`config.mk`:
```
export PLATFORM = sky130hd
export DESIGN_NAME = sy_axi4_rw_arbiter
export DESIGN_NICKNAME = d
export VERILOG_FILES = /design/src/rtl/axi_pkg.sv /design/src/rtl/sy_pkg.sv /design/src/rtl/rr_arb_tree.sv /design/src/rtl/sy_axi4_rw_arbiter.sv
export SDC_FILE = /design/constraint.sdc
export NUM_CORES = 1
export LEC_CHECK = 0
export ABC_AREA = 1
export ABC_CLOCK_PERIOD_IN_PS = 2800
export BUFFER_PORTS_ARGS = -buffer_cell sky130_fd_sc_hd__buf_2
export CORE_AREA = 2 2 221 223
export DETAILED_ROUTE_END_ITERATION = 10
export DIE_AREA = 0 0 223 225
export MAX_ROUTING_LAYER = met4
export PLACE_DENSITY = 0.37
export SLEW_MARGIN = 10
export SYNTH_ARGS = -nofsm -noshare
export SYNTH_HDL_FRONTEND = slang
export SYNTH_SLANG_ARGS = --single-unit
```
`constraint.sdc`:
```
create_clock -name clk_i -period 2.8 [get_ports clk_i]
set_input_delay 0.42 -clock clk_i [delete_from_list [all_inputs] [get_ports clk_i]]
set_output_delay 0.42 -clock clk_i [all_outputs]
set_load 0.01 [all_outputs]
```
`src/rtl/axi_pkg.sv`:
```
`default_nettype none
// ============================================================================
// Module   : axi_pkg
// Brief    : AXI4 channel payload types shared by requesters and the arbiter.
// Revision : 1.0 - initial release
// ============================================================================
package axi_pkg;

    localparam int unsigned c_ID_W   = 4;
    localparam int unsigned c_ADDR_W = 32;
    localparam int unsigned c_DATA_W = 32;
    localparam int unsigned c_STRB_W = c_DATA_W / 8;

    typedef struct packed {
        logic [c_ID_W-1:0]   id;
        logic [c_ADDR_W-1:0] addr;
        logic [7:0]          len;
        logic [2:0]          size;
        logic [1:0]          burst;
    } aw_chan_t;

    typedef struct packed {
        logic [c_ID_W-1:0]   id;
        logic [c_ADDR_W-1:0] addr;
        logic [7:0]          len;
        logic [2:0]          size;
        logic [1:0]          burst;
    } ar_chan_t;

    typedef struct packed {
        logic [c_DATA_W-1:0] data;
        logic [c_STRB_W-1:0] strb;
        logic                last;
    } w_chan_t;

    typedef struct packed {
        logic [c_ID_W-1:0]   id;
        logic [c_DATA_W-1:0] data;
        logic [1:0]          resp;
        logic                last;
    } r_chan_t;

    typedef struct packed {
        logic [c_ID_W-1:0] id;
        logic [1:0]        resp;
    } b_chan_t;

endpackage
`default_nettype wire

```
`src/rtl/sy_pkg.sv`:
```
`default_nettype none
// ============================================================================
// Module   : sy_pkg
// Brief    : State encodings for the read and write arbitration FSMs.
// Revision : 1.0 - initial release
// ============================================================================
package sy_pkg;

    typedef enum logic [0:0] {
        R_IDLE = 1'b0,
        R_DATA = 1'b1
    } rd_state_e;

    typedef enum logic [1:0] {
        W_IDLE = 2'd0,
        W_DATA = 2'd1,
        W_RESP = 2'd2
    } wr_state_e;

endpackage
`default_nettype wire

```
`src/rtl/rr_arb_tree.sv`:
```
`default_nettype none
// ============================================================================
// Module   : rr_arb_tree
// Brief    : Round-robin arbiter with optional grant lock while stalled.
// Revision : 1.0 - initial release
// ============================================================================
module rr_arb_tree #(
    parameter int unsigned NUM_IN     = 2,
    parameter int unsigned DATA_WIDTH = 1,
    parameter bit          LOCK_IN    = 1'b1,
    localparam int unsigned IDX_W     = (NUM_IN > 1) ? $clog2(NUM_IN) : 1
) (
    input  logic                                clk,
    input  logic                                rst,
    input  logic [NUM_IN-1:0]                   i_req,
    output logic [NUM_IN-1:0]                   o_gnt,
    input  logic [NUM_IN-1:0][DATA_WIDTH-1:0]   i_data,
    output logic                                o_req,
    input  logic                                i_gnt,
    output logic [DATA_WIDTH-1:0]               o_data,
    output logic [IDX_W-1:0]                    o_idx
);

    logic [IDX_W-1:0] r_ptr;
    logic [IDX_W-1:0] r_lock_idx;
    logic             r_locked;
    logic [IDX_W-1:0] w_rr_idx;
    logic [IDX_W-1:0] w_idx;
    logic [IDX_W-1:0] w_cand_idx;
    logic             w_any;
    logic             w_lock_act;
    int               w_cand;

    // First requester at or after the pointer, wrapping around.
    always_comb begin
        w_rr_idx   = r_ptr;
        w_any      = 1'b0;
        w_cand     = 0;
        w_cand_idx = '0;
        for (int k = 0; k < int'(NUM_IN); k++) begin
            w_cand = int'(r_ptr) + k;
            if (w_cand >= int'(NUM_IN)) begin
                w_cand = w_cand - int'(NUM_IN);
            end
            w_cand_idx = IDX_W'(w_cand);
            if (!w_any && i_req[w_cand_idx]) begin
                w_any    = 1'b1;
                w_rr_idx = w_cand_idx;
            end
        end
    end

    assign w_lock_act = LOCK_IN && r_locked;
    assign w_idx      = w_lock_act ? r_lock_idx : w_rr_idx;
    assign o_idx      = w_idx;
    assign o_req      = w_lock_act ? i_req[r_lock_idx] : w_any;
    assign o_data     = i_data[w_idx];

    always_comb begin
        o_gnt        = '0;
        o_gnt[w_idx] = o_req & i_gnt;
    end

    always_ff @(posedge clk or posedge rst) begin
        if (rst) begin
            r_ptr      <= '0;
            r_lock_idx <= '0;
            r_locked   <= 1'b0;
        end else begin
            r_locked   <= o_req & ~i_gnt;
            r_lock_idx <= w_idx;
            if (o_req && i_gnt) begin
                r_ptr <= (w_idx == IDX_W'(NUM_IN - 1)) ? '0 : w_idx + 1'b1;
            end
        end
    end

endmodule
`default_nettype wire

```
`src/rtl/sy_axi4_rw_arbiter.sv`:
```
`default_nettype none
// ============================================================================
// Module   : sy_axi4_rw_arbiter
// Brief    : N:1 AXI4 arbiter with independent read and write burst paths.
// Revision : 1.0 - initial release
// ============================================================================
module sy_axi4_rw_arbiter
    import sy_pkg::*;
#(
    parameter int unsigned PORT_NUM = 2
) (
    input  logic                                  clk_i,
    input  logic                                  rst_i,
    input  logic [PORT_NUM-1:0]                   inp_axi_aw_valid_i,
    input  logic [PORT_NUM-1:0]                   inp_axi_ar_valid_i,
    input  logic [PORT_NUM-1:0]                   inp_axi_w_valid_i,
    output logic [PORT_NUM-1:0]                   inp_axi_aw_ready_o,
    output logic [PORT_NUM-1:0]                   inp_axi_ar_ready_o,
    output logic [PORT_NUM-1:0]                   inp_axi_w_ready_o,
    input  axi_pkg::aw_chan_t [PORT_NUM-1:0]      inp_axi_aw_bits_i,
    input  axi_pkg::ar_chan_t [PORT_NUM-1:0]      inp_axi_ar_bits_i,
    input  axi_pkg::w_chan_t  [PORT_NUM-1:0]      inp_axi_w_bits_i,
    output logic [PORT_NUM-1:0]                   inp_axi_r_valid_o,
    output logic [PORT_NUM-1:0]                   inp_axi_b_valid_o,
    input  logic [PORT_NUM-1:0]                   inp_axi_r_ready_i,
    input  logic [PORT_NUM-1:0]                   inp_axi_b_ready_i,
    output axi_pkg::r_chan_t  [PORT_NUM-1:0]      inp_axi_r_bits_o,
    output axi_pkg::b_chan_t  [PORT_NUM-1:0]      inp_axi_b_bits_o,
    output logic                                  oup_axi_aw_valid_o,
    input  logic                                  oup_axi_aw_ready_i,
    output axi_pkg::aw_chan_t                     oup_axi_aw_bits_o,
    output logic                                  oup_axi_ar_valid_o,
    input  logic                                  oup_axi_ar_ready_i,
    output axi_pkg::ar_chan_t                     oup_axi_ar_bits_o,
    output logic                                  oup_axi_w_valid_o,
    input  logic                                  oup_axi_w_ready_i,
    output axi_pkg::w_chan_t                      oup_axi_w_bits_o,
    input  logic                                  oup_axi_r_valid_i,
    output logic                                  oup_axi_r_ready_o,
    input  axi_pkg::r_chan_t                      oup_axi_r_bits_i,
    input  logic                                  oup_axi_b_valid_i,
    output logic                                  oup_axi_b_ready_o,
    input  axi_pkg::b_chan_t                      oup_axi_b_bits_i
);

    localparam int unsigned c_IDX_W = (PORT_NUM > 1) ? $clog2(PORT_NUM) : 1;

    rd_state_e            r_rd_state;
    rd_state_e            w_rd_state_nxt;
    logic [c_IDX_W-1:0]   r_rd_sel;
    logic [c_IDX_W-1:0]   w_rd_sel_nxt;

    wr_state_e            r_wr_state;
    wr_state_e            w_wr_state_nxt;
    logic [c_IDX_W-1:0]   r_wr_sel;
    logic [c_IDX_W-1:0]   w_wr_sel_nxt;
    logic [7:0]           r_beat_cnt;
    logic [7:0]           w_beat_cnt_nxt;

    logic [PORT_NUM-1:0]  w_ar_req;
    logic [PORT_NUM-1:0]  w_aw_req;
    logic                 w_ar_arb_req;
    logic                 w_aw_arb_req;
    logic                 w_ar_arb_data;
    logic                 w_aw_arb_data;
    logic [c_IDX_W-1:0]   w_ar_idx;
    logic [c_IDX_W-1:0]   w_aw_idx;

    // Requests are only offered to an arbiter while its FSM is idle and out of reset.
    assign w_ar_req = inp_axi_ar_valid_i & {PORT_NUM{(r_rd_state == R_IDLE) && !rst_i}};
    assign w_aw_req = inp_axi_aw_valid_i & {PORT_NUM{(r_wr_state == W_IDLE) && !rst_i}};

    rr_arb_tree #(
        .NUM_IN     (PORT_NUM),
        .DATA_WIDTH (1),
        .LOCK_IN    (1'b1)
    ) u_ar_arb (
        .clk    (clk_i),
        .rst    (rst_i),
        .i_req  (w_ar_req),
        .o_gnt  (inp_axi_ar_ready_o),
        .i_data (w_ar_req),
        .o_req  (w_ar_arb_req),
        .i_gnt  (oup_axi_ar_ready_i),
        .o_data (w_ar_arb_data),
        .o_idx  (w_ar_idx)
    );

    rr_arb_tree #(
        .NUM_IN     (PORT_NUM),
        .DATA_WIDTH (1),
        .LOCK_IN    (1'b1)
    ) u_aw_arb (
        .clk    (clk_i),
        .rst    (rst_i),
        .i_req  (w_aw_req),
        .o_gnt  (inp_axi_aw_ready_o),
        .i_data (w_aw_req),
        .o_req  (w_aw_arb_req),
        .i_gnt  (oup_axi_aw_ready_i),
        .o_data (w_aw_arb_data),
        .o_idx  (w_aw_idx)
    );

    assign oup_axi_ar_valid_o = w_ar_arb_req & w_ar_arb_data;
    assign oup_axi_ar_bits_o  = inp_axi_ar_bits_i[w_ar_idx];
    assign oup_axi_aw_valid_o = w_aw_arb_req & w_aw_arb_data;
    assign oup_axi_aw_bits_o  = inp_axi_aw_bits_i[w_aw_idx];
    assign oup_axi_w_bits_o   = inp_axi_w_bits_i[r_wr_sel];

    // Response payloads fan out to every port; only valid is steered.
    assign inp_axi_r_bits_o = {PORT_NUM{oup_axi_r_bits_i}};
    assign inp_axi_b_bits_o = {PORT_NUM{oup_axi_b_bits_i}};

    always_comb begin
        w_rd_state_nxt    = r_rd_state;
        w_rd_sel_nxt      = r_rd_sel;
        inp_axi_r_valid_o = '0;
        oup_axi_r_ready_o = 1'b0;
        case (r_rd_state)
            R_IDLE: begin
                if (oup_axi_ar_valid_o && oup_axi_ar_ready_i) begin
                    w_rd_sel_nxt   = w_ar_idx;
                    w_rd_state_nxt = R_DATA;
                end
            end
            R_DATA: begin
                inp_axi_r_valid_o[r_rd_sel] = oup_axi_r_valid_i;
                oup_axi_r_ready_o           = inp_axi_r_ready_i[r_rd_sel];
                if (oup_axi_r_valid_i && inp_axi_r_ready_i[r_rd_sel] && oup_axi_r_bits_i.last) begin
                    w_rd_state_nxt = R_IDLE;
                end
            end
            default: w_rd_state_nxt = R_IDLE;
        endcase
    end

    always_comb begin
        w_wr_state_nxt    = r_wr_state;
        w_wr_sel_nxt      = r_wr_sel;
        w_beat_cnt_nxt    = r_beat_cnt;
        oup_axi_w_valid_o = 1'b0;
        inp_axi_w_ready_o = '0;
        inp_axi_b_valid_o = '0;
        oup_axi_b_ready_o = 1'b0;
        case (r_wr_state)
            W_IDLE: begin
                if (oup_axi_aw_valid_o && oup_axi_aw_ready_i) begin
                    w_wr_sel_nxt   = w_aw_idx;
                    w_beat_cnt_nxt = oup_axi_aw_bits_o.len;
                    w_wr_state_nxt = W_DATA;
                end
            end
            W_DATA: begin
                oup_axi_w_valid_o           = inp_axi_w_valid_i[r_wr_sel];
                inp_axi_w_ready_o[r_wr_sel] = oup_axi_w_ready_i;
                // Counter holds remaining beats minus one; the zero beat closes the burst.
                if (inp_axi_w_valid_i[r_wr_sel] && oup_axi_w_ready_i) begin
                    if (r_beat_cnt == 8'd0) begin
                        w_wr_state_nxt = W_RESP;
                    end else begin
                        w_beat_cnt_nxt = r_beat_cnt - 8'd1;
                    end
                end
            end
            W_RESP: begin
                inp_axi_b_valid_o[r_wr_sel] = oup_axi_b_valid_i;
                oup_axi_b_ready_o           = inp_axi_b_ready_i[r_wr_sel];
                if (oup_axi_b_valid_i && inp_axi_b_ready_i[r_wr_sel]) begin
                    w_wr_state_nxt = W_IDLE;
                end
            end
            default: w_wr_state_nxt = W_IDLE;
        endcase
    end

    always_ff @(posedge clk_i or posedge rst_i) begin
        if (rst_i) begin
            r_rd_state <= R_IDLE;
            r_rd_sel   <= '0;
            r_wr_state <= W_IDLE;
            r_wr_sel   <= '0;
            r_beat_cnt <= '0;
        end else begin
            r_rd_state <= w_rd_state_nxt;
            r_rd_sel   <= w_rd_sel_nxt;
            r_wr_state <= w_wr_state_nxt;
            r_wr_sel   <= w_wr_sel_nxt;
            r_beat_cnt <= w_beat_cnt_nxt;
        end
    end

endmodule
`default_nettype wire

```
Yosys cells after proc, flatten, opt, wreduce, memory -nomap -nowiden
Index checks and enable logic that the tools add are counted.
{"block": "totals", "reg_bits": 19, "in_bits": 332, "wordCells": 159}
{"block": "classes", "addsub": 9, "n_lt_le_gt_ge": 18, "eq_ne": 7, "muxes": 72, "bitwise": 16, "n_reduce_logical": 26}
{"cell": "$mux 49", "n": 4}
{"cell": "$mux 37", "n": 2}
{"cell": "$mux 1", "n": 49}
{"cell": "$mux 8", "n": 3}
{"cell": "$lt 1x2->1 const B", "n": 10}
{"cell": "$logic_and 1x1->1", "n": 16}
{"cell": "$pmux 8 s2", "n": 1}
{"cell": "$and 2x2->2", "n": 7}
{"cell": "$mux 2", "n": 7}
{"cell": "$logic_not 8->1", "n": 1}
{"cell": "$ne 2x2->1 const B", "n": 4}
{"cell": "$reduce_and 4->1", "n": 2}
{"cell": "$sub 8x1->8 const B", "n": 1}
{"cell": "$and 1x1->1", "n": 6}
{"cell": "$pmux 2 s3", "n": 1}
{"cell": "$add 1x1->2 const B", "n": 2}
{"cell": "$demux 1 s1", "n": 4}
{"cell": "$ge 1x1->1 const B", "n": 4}
{"cell": "$ge 1x2->1 const B", "n": 2}
{"cell": "$ge 2x2->1 const B", "n": 2}
{"cell": "$reduce_and 2->1", "n": 2}
{"cell": "$sub 1x1->1 const B", "n": 4}
{"cell": "$logic_not 1->1", "n": 3}
{"cell": "$not 1->1", "n": 3}
{"cell": "other kinds (7)", "n": 8}

Depth between registers and ports, before layout
{"block": "logic_depth", "word_depth": 16, "mapped_depth": 11}

Cells and area by module
From an unflattened synthesis, not the netlist that was laid out.
{"block": "hier_totals", "cells_unflattened": 739, "area_unflattened_um2": 3751.1}
{"module": "sy_axi4_rw_arbiter", "instances": 1, "cells_each": 685, "area_each_um2": 3348.2}
{"module": "rr_arb_tree", "instances": 2, "cells_each": 27, "area_each_um2": 201.4}

Least setup slack after synthesis
No wires, ideal clock.
{"block": "synth_timing", "path_kind": "in2out", "from": "in rst_i", "to": "out oup_axi_aw_bits_o[18] (netlist name)", "arrival_ns": 1.834, "required_time_ns": 2.380, "slack_ns": 0.546, "stages": 10, "path_cell_list": "inv_1 nand3_2 nand2_1 nand2_1 nand2_2 nand2_2 buf_6 buf_6 nand2_1 nand2_1"}
{"element": "start: declaration", "line": "sy_axi4_rw_arbiter.sv:13", "rtl": "input logic rst_i,"}
{"element": "end: declaration", "line": "sy_axi4_rw_arbiter.sv:31", "rtl": "output axi_pkg::aw_chan_t oup_axi_aw_bits_o,"}

==> run metrics <==
Clock Skews 0.0144 ns; most common cell after layout, fill and taps aside nand2_1; critical path type reg -> out; Fin. Hold Viols 0; Worst path slowest cell dfrtp_1; Num CTS Buffers 3; Chip Width 223 um; antenna violations before repair 4; commonest register cell after synthesis dfrtp_1; global placement routability congestion ~0.83; Mean Syn Cell Area 5.13 um2; most frequent CP cell nand2_1; via count 5432; area leader, netlist nand2_1; worst hold slack approximately 0.34 ns; num ports between 500 and 600; status complete, no violations; Hold WC Path Type in -> reg; fmax between 400 and 500 MHz; Total Wirelength roughly 21000 um; clock-pin slew on the worst setup and hold paths 0.07 ns; Port Buffers between 400 and 500; worst slew pin tran slightly below 0.6 ns; setup repair after global routing missed its margin no; setup TNS 0 ns; crit path buf inv count 3; Total GRT Usage 0.0825; Synth Warn # 0; Initial Util 0.0765; drt initial violations roughly 120; first-pass GRT wire length 30100 um; Peak VDD IR between 0.5 and 0.6 mV; critical path launch point type flop; final setup fails 0; sequential area share after synthesis 0.131; DRT antenna net count 0; Die ar. 50200 um2; CTS hold repair buffers 0; FP Rows 80; EDFF count, synth 0; crit-path leading delay family simple AND/OR/NAND/NOR gates; Max Cap Viol 0; DR WL/cell approximately 13 um; number of remaining DRC errors 0; largest net degree at the start of global routing just over 50; Via density approximately 3.3; vias in the first global route between 5000 and 6000; Req. time, crit path between 2 and 2.5 ns; most frequent cells in the layout nand2_1 (441), buf_2 (439), inv_1 (32); # fillers approximately 5600; Leak ~3.7 nW; net count after synthesis around 1000; Root Buffer clkbuf_16; Seq cells post-synth 19; synthesized cell area between 3000 and 4000 um2; Area Growth Syn to Fin 64.0%; core box area 47500 um2; post-DP HPWL 19000 um; router iterations before antenna repair 4; Die H about 230 um; nets 1379; layout cell share with drive strength beyond 1 0.449; CTS max path bufs 2; crit path DAT approximately 2 ns; H-Tree Depth 1; Max stage delay on crit path ~0.45 ns; pwr dens roughly 910 nW/um2; worst hold path stage count 2; largest fanout on the critical path 48; final worst slack approximately 0.34 ns; Final Max Tran Viols 0; pre-CTS WS slightly below 0.5 ns; Crit path depth 10; top post-synthesis cells by area nand2_1 (46%), buf_4 (19%), dfrtp_1 (13%), nand3_1 (3.3%), inv_1 (3.3%); Cells after Synth 709; worst-skew pair later-pin latency between 0.2 and 0.3 ns; async set-or-reset flop fraction in the synthesized netlist 1.00; cells along the critical path nor3b_2 > nand2_1 > nand2_1 > o21bai_1 > nand2_1 > inv_2 > buf_12 > nand2_1 > nand2_1 > buf_2; grt ovf 0; FF-to-FF path depth 9; post-CTS setup buffer count 0; post-synth top area share 0.455; minimum clock period 2.46 ns; clock sink count 19; post-CTS resize count 0; slew margin rel. 0.606; CTS tree yes; CP Capture Type output port; Tcrit/Tclk final 0.877; Cell variety after synth 34
[kinds of logic after synthesis]
group / Yosys count / share of synthesized area
adder cells (fa/ha/maj): 1 / 0.00344
flip-flops: 19 / 0.131
buffers and inverters: 155 / 0.269
AO/OA/AOI/OAI: 20 / 0.0323
AND/OR/NAND/NOR: 513 / 0.562
XOR/XNOR: 1 / 0.00241
[metrics by stage]
| step | std cells | util | cell area [um2] | total power [W] |
|---|---|---|---|---|
| after floorplan | 709 | - | 3640 | 0.00340 |
| after global placement | 1656 | 0.124 | 5880 | 0.00522 |
| after detailed placement | 1656 | 0.124 | 5880 | 0.00519 |
| after CTS | 1660 | 0.125 | 5960 | 0.00557 |
| after global routing | 1662 | 0.125 | 5960 | 0.00606 |
| final | 1662 | 0.125 | 5960 | 0.00541 |
[worst reg2reg max path: stages, from the launching register on]
cell and delay (ns):
dfrtp_1 0.34, buf_4 0.37, or2_2 0.19, o21ai_0 0.10, o21ai_0 0.30, nand2_2 0.16, nor2_8 0.20, inv_4 0.09
nand2_1 0.06, nand2_1 0.05
[registers in the layout (all words and copies together) (netlist names)]
register	cells
r_beat_cnt	8
r_wr_state	2
r_rd_sel	1
r_rd_state	1
r_wr_sel	1
u_ar_arb.r_lock_idx	1
u_ar_arb.r_locked	1
u_ar_arb.r_ptr	1
u_aw_arb.r_lock_idx	1
u_aw_arb.r_locked	1
u_aw_arb.r_ptr	1
[where the power goes]
| group | total (W) | switching (W) | internal, W |
|---|---|---|---|
| sequential | 0.000529 | 0.000122 | 0.000406 |
| combinational | 0.00455 | 0.00291 | 0.00164 |
| clock | 0.000335 | 0.000141 | 0.000193 |
[per-layer routing]
metal | wire length (um) | up-vias | track usage
met5 | 0 | - | -
met4 | 514 | 0 | 0.0255
met3 | 1950 | 30 | 0.0265
met2 | 11900 | 368 | 0.168
met1 | 7090 | 2315 | 0.0699
li1 | - | 2719 | -
[path summary, 6_finish.rpt]
path / from / to / slack [ns]
max: r_rd_state$_DFF_PP0_ / oup_axi_ar_bits_o[45] / 0.34
max in group asynchronous: rst_i / r_beat_cnt[4]$_DFFE_PP0P_ / 2.15
max reg2reg: r_wr_sel$_DFFE_PP0P_ / r_beat_cnt[6]$_DFFE_PP0P_ / 0.82
min: oup_axi_ar_ready_i / u_ar_arb.r_locked$_DFF_PP0_ / 0.34
min reg2reg: r_beat_cnt[1]$_DFFE_PP0P_ / r_beat_cnt[1]$_DFFE_PP0P_ / 0.51
min in group asynchronous: rst_i / r_beat_cnt[3]$_DFFE_PP0P_ / 0.39
[cell usage after synthesis, types with 2 or more instances]
cell      instances
o21bai_1          2
buf_4            94
nand2_1         441
buf_6             4
nor3_1            9
a21oi_1           7
or2_2             2
and2_1            3
dfrtp_1          19
inv_2             2
nand2_2           4
clkbuf_1         12
nor2_1           20
o21ai_0           7
nand3_1          24
inv_1            32
nand4_1           3
buf_2             8
[layout make-up]
class | instances | area, um2 | share of cell area
Multi-Input combinational cell | 535 | 2180 | 0.366
Sequential cell | 19 | 475 | 0.0797
Tap cell | 615 | 769 | 0.129
Clock inverter | 1 | 5.00 | 0.000839
Inverter | 36 | 138 | 0.0231
Antenna cell | 2 | 5.00 | 0.000839
Clock buffer | 3 | 75.1 | 0.0126
Timing Repair Buffer | 451 | 2310 | 0.388
Note: power is estimated with default switching activity, not from simulation.
